$ cat config.mk
export PLATFORM = sky130hd
export DESIGN_NAME = alu_op_sequencer
export DESIGN_NICKNAME = d
export VERILOG_FILES = /design/src/rtl/alu_op_sequencer.sv
export SDC_FILE = /design/constraint.sdc
export NUM_CORES = 1
export LEC_CHECK = 0
export ABC_AREA = 1
export CORE_ASPECT_RATIO = 0.7
export CORE_MARGIN = 8
export CORE_UTILIZATION = 25
export DETAILED_ROUTE_END_ITERATION = 8
export GPL_TIMING_DRIVEN = 0
export PLACE_DENSITY = 0.66
export SYNTH_ARGS = -nofsm -noshare
export SYNTH_HDL_FRONTEND = slang
export SYNTH_SLANG_ARGS = --single-unit
$ cat constraint.sdc
create_clock -name clock -period 2.2 [get_ports clock]
set_input_delay 0.66 -clock clock [delete_from_list [all_inputs] [get_ports clock]]
set_output_delay 0.66 -clock clock [all_outputs]
set_load 0.02 [all_outputs]
$ cat src/rtl/alu_op_sequencer.sv
// alu_op_sequencer: microcoded control sequencer for a single-bus ALU datapath.
// It runs one fetch (T0-T2, with T1W memory wait states) followed by one execute
// phase (T3-T6) chosen by the opcode in ir. All control strobes are Moore-decoded
// from the current state, plus the ir fields while in the execute states.
// The current state is exported on state_dbg so that checkers can bind to it.
//
// Handshake: start is a level request that is sampled only in IDLE; no request is
// queued while busy. mem_ready is sampled only in T1/T1W. When it is high at a
// rising edge, MDR is taken to hold the fetched word, and the sequence advances to T2.
module alu_op_sequencer #(
  parameter int DATA_W     = 32,
  parameter int REG_COUNT  = 16,
  parameter int AUTO_FETCH = 0,
  localparam int RSEL_W    = $clog2(REG_COUNT)
) (
  input  logic              clock,
  input  logic              clear,
  input  logic              start,
  input  logic              mem_ready,
  input  logic [DATA_W-1:0] ir,
  output logic              PCout,
  output logic              Zlowout,
  output logic              Zhighout,
  output logic              MDRout,
  output logic              Rout,
  output logic              MARin,
  output logic              Zin,
  output logic              PCin,
  output logic              MDRin,
  output logic              IRin,
  output logic              Yin,
  output logic              Rin,
  output logic              LOin,
  output logic              HIin,
  output logic              read,
  output logic [3:0]        ALU_operation,
  output logic [RSEL_W-1:0] reg_select,
  output logic              busy,
  output logic              done,
  output logic              illegal,
  output logic [3:0]        state_dbg
);

  typedef enum logic [3:0] {
    S_IDLE, S_T0, S_T1, S_T1W, S_T2, S_T3, S_T4, S_T5, S_T6, S_DONE
  } state_t;

  localparam logic [3:0] ALU_NEG   = 4'd4;
  localparam logic [3:0] ALU_NOT   = 4'd5;
  localparam logic [3:0] ALU_INCPC = 4'd13;
  localparam logic [3:0] ALU_NONE  = 4'd14;

  state_t            state_q;
  state_t            state_d;
  logic              illegal_q;
  logic [4:0]        opcode;
  logic [RSEL_W-1:0] ra;
  logic [RSEL_W-1:0] rb;
  logic [RSEL_W-1:0] rc;
  logic              op_illegal;
  logic              op_unary;
  logic              op_muldiv;
  logic [3:0]        exec_alu;
  logic              unused_ir;

  // Instruction fields: opcode on top, then Ra, Rb, Rc; the low bits are not used here.
  assign opcode    = ir[DATA_W-1 -: 5];
  assign ra        = ir[DATA_W-6 -: RSEL_W];
  assign rb        = ir[DATA_W-6-RSEL_W -: RSEL_W];
  assign rc        = ir[DATA_W-6-2*RSEL_W -: RSEL_W];
  assign unused_ir = ^ir;

  assign op_illegal = (opcode > 5'd12);
  assign op_unary   = (opcode == 5'd11) || (opcode == 5'd12);
  assign op_muldiv  = (opcode == 5'd9) || (opcode == 5'd10);

  // Opcodes 0-3 map straight to ALU codes; shifts/rotates/mul/div (4-10) skip NEG/NOT.
  always_comb begin
    exec_alu = ALU_NONE;
    if (opcode < 5'd4) exec_alu = opcode[3:0];
    else if (opcode <= 5'd10) exec_alu = 4'(opcode + 5'd2);
  end

  // Next-state selection; the ir-dependent branches are taken only from T3, T4 and T5.
  always_comb begin
    state_d = state_q;
    case (state_q)
      S_IDLE:  if (start) state_d = S_T0;
      S_T0:    state_d = S_T1;
      S_T1:    state_d = mem_ready ? S_T2 : S_T1W;
      S_T1W:   if (mem_ready) state_d = S_T2;
      S_T2:    state_d = S_T3;
      S_T3:    state_d = op_illegal ? S_DONE : S_T4;
      S_T4:    state_d = op_unary ? S_DONE : S_T5;
      S_T5:    state_d = op_muldiv ? S_T6 : S_DONE;
      S_T6:    state_d = S_DONE;
      S_DONE:  state_d = (AUTO_FETCH != 0) ? S_T0 : S_IDLE;
      default: state_d = S_IDLE;
    endcase
  end

  // State register. The illegal flag is captured at the T3 decision so that DONE does not need ir.
  always_ff @(posedge clock or negedge clear) begin
    if (!clear) begin
      state_q   <= S_IDLE;
      illegal_q <= 1'b0;
    end else begin
      state_q <= state_d;
      if (state_q == S_T3) illegal_q <= op_illegal;
    end
  end

  assign state_dbg = state_q;

  // Moore strobe decode; anything not named for a state stays low, ALU is NONE, and reg_select is 0.
  always_comb begin
    PCout         = 1'b0;
    Zlowout       = 1'b0;
    Zhighout      = 1'b0;
    MDRout        = 1'b0;
    Rout          = 1'b0;
    MARin         = 1'b0;
    Zin           = 1'b0;
    PCin          = 1'b0;
    MDRin         = 1'b0;
    IRin          = 1'b0;
    Yin           = 1'b0;
    Rin           = 1'b0;
    LOin          = 1'b0;
    HIin          = 1'b0;
    read          = 1'b0;
    ALU_operation = ALU_NONE;
    reg_select    = '0;
    busy          = (state_q != S_IDLE);
    done          = 1'b0;
    illegal       = 1'b0;
    case (state_q)
      S_T0: begin
        PCout = 1'b1; MARin = 1'b1; Zin = 1'b1; ALU_operation = ALU_INCPC;
      end
      S_T1: begin
        Zlowout = 1'b1; PCin = 1'b1; read = 1'b1; MDRin = 1'b1;
      end
      // PC was already updated in T1, so the wait state only keeps the read going.
      S_T1W: begin
        read = 1'b1; MDRin = 1'b1;
      end
      S_T2: begin
        MDRout = 1'b1; IRin = 1'b1;
      end
      S_T3: begin
        if (op_unary) begin
          Rout = 1'b1; reg_select = rb; Zin = 1'b1;
          ALU_operation = (opcode == 5'd11) ? ALU_NEG : ALU_NOT;
        end else if (!op_illegal) begin
          Rout = 1'b1; reg_select = rb; Yin = 1'b1;
        end
      end
      S_T4: begin
        if (op_unary) begin
          Zlowout = 1'b1; Rin = 1'b1; reg_select = ra;
        end else begin
          Rout = 1'b1; reg_select = rc; Zin = 1'b1; ALU_operation = exec_alu;
        end
      end
      S_T5: begin
        if (op_muldiv) begin
          Zlowout = 1'b1; LOin = 1'b1;
        end else begin
          Zlowout = 1'b1; Rin = 1'b1; reg_select = ra;
        end
      end
      S_T6: begin
        Zhighout = 1'b1; HIin = 1'b1;
      end
      S_DONE: begin
        done = 1'b1; illegal = illegal_q;
      end
      default: ;
    endcase
  end

endmodule

Word level (Yosys, flattened, before mapping)
Cells that the tools add are included.

word-level totals
  register bits after elaboration = 5
  input port bits = 36
  output and inout bits = 30
  word-level logic and storage cells = 66

cells by class
  add/sub/neg operators = 1
  $lt $le $gt $ge = 3
  equal/unequal tests = 15
  multiplexer cells = 38
  reductions and logical operators = 7

operators by type and width
  operator             count
  $mux 4               12
  $pmux 4 s9           1
  $pmux 4 s3           2
  $eq 5x4->1 const B   4
  $mux 1               18
  $eq 4x3->1 const B   4
  $eq 4x2->1 const B   2
  $eq 4x4->1 const B   2
  $pmux 1 s2           3
  $gt 5x4->1 const B   1
  $le 5x4->1 const B   1
  $lt 5x3->1 const B   1
  $add 4x2->4 const B  1
  $eq 4x1->1 const B   1
  $logic_not 4->1      1
  $ne 2x2->1 const B   2
  $reduce_bool 4->1    1
  $reduce_or 2->1      2
  $mux 3               1
  $pmux 1 s3           1
  $logic_or 1x1->1     2
  $reduce_and 2->1     1

Longest topological paths before layout
  depth in word-level cells = 5
  gate-level depth with buffers = 9
  depth with buffers taken out = 9

Worst setup path before layout
OpenSTA, ideal clock, no wires.

  path type = input -> output
  start point = in ir[29]
  end point = out ALU_operation[1]
  data arrival time = 1775 ps
  path slack = -235 ps
  stages on the path = 7
  buffers on the path = 0
  path through = inv_1 ha_1 o21ai_0 nand2_1 inv_1 nor2_1 o21ai_0

between the ends
  word-level cells in the longest chain between the ends = 5
  elaborated cells between the ends (all ways) = 10
  classes of those cells = order compare: 2; eq/ne: 2; mux: 5; reduce/logical: 1

ends and longest elaborated chain
  item             RTL line  RTL
  start, declared  20        input logic [DATA_W-1:0] ir,
  $le 5x4->1       81        else if (opcode <= 5'd10) exec_alu = 4'(opcode + 5'd2);
  $mux 4           81
  $mux 4           80        if (opcode < 5'd4) exec_alu = opcode[3:0];
  $mux 4           160       if (op_unary) begin
  $pmux 4 s3 *     137       case (state_q)
  end, declared    36        output logic [3:0] ALU_operation,

Mark *: on every way between the ends. The rest lies on a longest branch, timed or not.

Final worst setup path
  start point = in ir[30]
  end point = out reg_select[3]

between the ends
  word-level cells in the longest chain between the ends = 4
  elaborated cells between the ends (all ways) = 12
  classes of those cells = order compare: 1; eq/ne: 4; mux: 5; reduce/logical: 2

ends and longest elaborated chain
  item                                RTL line       RTL
  $gt 5x4->1 (tied with other cells)  73             assign op_illegal = (opcode > 5'd12);
  $mux 4 (tied with other cells)      155            end else if (!op_illegal) begin
  $mux 4, on equally long branches    152, 160, 167
  $pmux 4 s3 *                        137
  end, declared                       37             output logic [RSEL_W-1:0] reg_select,

Marks and branches as above.

==> impl_metrics.toml <==
[timing]
relSlewSlack = 0.820
hold_violations = 0
worst_slack_ns = -0.0462
whs_ns = 0.560
rsz0062_at_grt = "true"
setup_viol = 7
slew_violations = 0
fin_crit_sh = 1.02
skew_ns = 0.00387
max_freq_ghz = 0.445
fin_crit_ns = 2.25
worst_pin_slew_ns = 0.269

[critical_path]
reg2reg_slack_ns = 0.78
startpoint_type = "input pin"
crit_path_max_fanout = 5
slowest_stage = "nor2_4"
r2r_start = "state_dbg[3]$_DFFE_PN0P_"
r2r-end = "state_dbg[0]$_DFFE_PN0P_"
worstPathRequired_ns = 1.54
crit_chain = "buf_12, inv_8, nor2_4, buf_6, nand3_4, nand3_4, nand2_4, nand2_2, nand3_2, buf_6"
critical_path_class = "input pin to primary output"
cp.arrival_ns = 1.59
reg2reg_depth = 9
cpPeakStageDelay_ns = 0.14
cp-end-kind = "primary output"

[power]
p_switching_w = 0.000869
p_per_area_nw_per_um2 = 1000
seqPwrFrac = 0.129
ir_worst_vdd_v = 0.000360
power_frac_clock = 0.110
combPwrFrac = 0.760
p_leak_nw = 0.853
p_int_w = 0.000800
swShare = 0.521

[detailed_routing]
drtPass1Iterations = 4
routed_via_density = 4.55
drt_iter0_drc = 46
antenna_left = 0
avgRoutedWirePerCell_um = 13.4
drc = 0
via_count = 1084
drt-total-wl_um = 3200

[job]
cap_violations = 0

[layout]
drive_gt1_frac = 0.460
fin_util = 0.540
nNetsFinal = 240
diodes = 0
area_growth_pct = 111

[logic_synthesis]
ys_warn_count = 0
synth-async-reset-ratio = 1.00
synth_fp_nets = 173
synth-edff-count = 0
ys_seq_area_frac = 0.158
yosysUniqueCellTypes = 21
synth_top_cells_by_count = "nand2_1, inv_1, nand3_1"
syn_inst = 134
yosysTopAreaCellShare = 0.176
synth_seq_cells = 5
ys_top_cells_by_area = "nand2_1, dfrtp_1, inv_1"
yosys.cell_count.top_type = "nand2_1"
synth_area_per_cell_um2 = 5.89
synth_top_cell_by_area = "nand2_1"
ys.flop_type = "dfrtp_1"
mappedNetlistArea_um2 = 790

[floorplanning]
coreArea_um2 = 3080
die_h_um = 63.0
rows = 17
die-area_um2 = 5240
die_w_um = 83.2
io_pins = 66
start_util = 0.256

[clock_network]
worstSkewPairLatency_ns = 0.23
h-tree-depth = 1
clock-sinks = 5
cts_max_path_buffers = 2
cts_buffers = 3
cts_tree = "yes"
cts.clk_slew.worst_paths_ns = 0.04
cts_root_buf = "clkbuf_8"

[status]
violations = "setup timing"
status = "finished with violations"

[placed_design]
dp_hpwl_um = 2320
io_buffers = 50
routabilityCongestion = 0.827
dp_slack_ns = -1.19

[global_routing]
grt_first_pass_wirelength_um = 4870
first_global_vias = 1076
grt-ovfl-total = 0
track_usage = 0.110
grt_max_degree = 9
antenna_found_initial = 0

[min_path]
min_path_type = "register to register"
holdPathStages = 2
hold_end = "illegal_q$_DFFE_PN0P_"
hold_path_startpoint = "illegal_q$_DFFE_PN0P_"
## placed cells by master (no fill, tap or decap), types with 3 or more instances in the layout
master	instances
buf_12	3
buf_2	5
buf_4	18
buf_6	9
clkbuf_8	3
clkdlybuf4s50_1	20
dfrtp_2	3
dlygate4sd2_1	7
inv_1	15
inv_2	7
nand2_1	28
nand2_2	7
nand2_4	6
nand3_1	11
nand3_2	6
nand3_4	5
nor2_1	10
nor2_4	7
o21ai_0	4
o21ai_2	3
## kinds of logic (layout without fill, tap and decap cells)
family,Yosys count,after routing,share of synthesized area
and+or+nand+nor,86,86,0.555
buffers and inverters,29,95,0.157
AOI/OAI and AO/OA,10,10,0.0713
DFF,5,5,0.158
adders and majority gates,3,3,0.0475
xor gates and xnor gates,1,1,0.0111
## power by group through the flow
stage	clock network (W)	registers [W]	logic (W)
CTS	0.000180	0.000210	0.00121
detailed placement	0	0.000195	0.00123
global placement	0	0.000192	0.00122
floorplan	0	0.000224	0.000675
global route	0.000189	0.000222	0.00138
finish	0.000184	0.000216	0.00127
## worst max path at each step
stage | startpoint | to | depth (start not counted) | slack, ns
after floorplan | ir[29] | ALU_operation[1] | 7 | -0.08
after global placement | ir[28] | ALU_operation[1] | 9 | -1.19
after detailed placement | ir[28] | ALU_operation[1] | 9 | -1.19
after CTS | ir[30] | ALU_operation[2] | 10 | -0.07
after global routing | ir[30] | reg_select[1] | 10 | -0.10
final | ir[30] | reg_select[3] | 10 | -0.05
## metal layers
metal  vias up  GRT usage  wire length [µm]
met3         0     0.0547               308
met5         -          0                 0
met2        37      0.176              1580
met1       497      0.125              1320
met4         0     0.0328                 0
li1        550          -                 -
## cell type report
cell class / count / area [µm²]
Inverter: 25 / 109
Buffer: 4 / 30.0
Sequential cell: 5 / 129
Multi-Input combinational cell: 100 / 717
Clock buffer: 4 / 45.0
Tap cell: 38 / 47.5
Timing Repair Buffer: 62 / 589
Fill cell: 290 / 1420
## worst max-delay path: cells and delay by family
kind | cells | cell delay, ns
and+or+nand+nor | 6 | 0.55
buffers and inverters | 4 | 0.38
## timing repair
item | in CTS | in global routing
gates resized for setup | 153 | 25
setup endpoints to repair | 26 | 20
buffers inserted | 8 | 4
hold buffers | 0 | 0
pin swaps | 14 | 16
## metrics by stage
stage / power [W] / instances / instance area, µm² / TNS, ns
after global placement: 0.00141 / 222 / 1360 / -15.55
final: 0.00167 / 238 / 1670 / -0.240
after global routing: 0.00179 / 238 / 1670 / -0.743
after CTS: 0.00160 / 234 / 1570 / -0.212
after floorplan: 0.000899 / 134 / 810 / -0.0813
after detailed placement: 0.00142 / 222 / 1360 / -15.55
## sequential cells by signal (all words and copies together), names as in the netlist
register   flops
state_dbg      4
illegal_q      1
No activity file was read; power rests on OpenSTA's default activity.
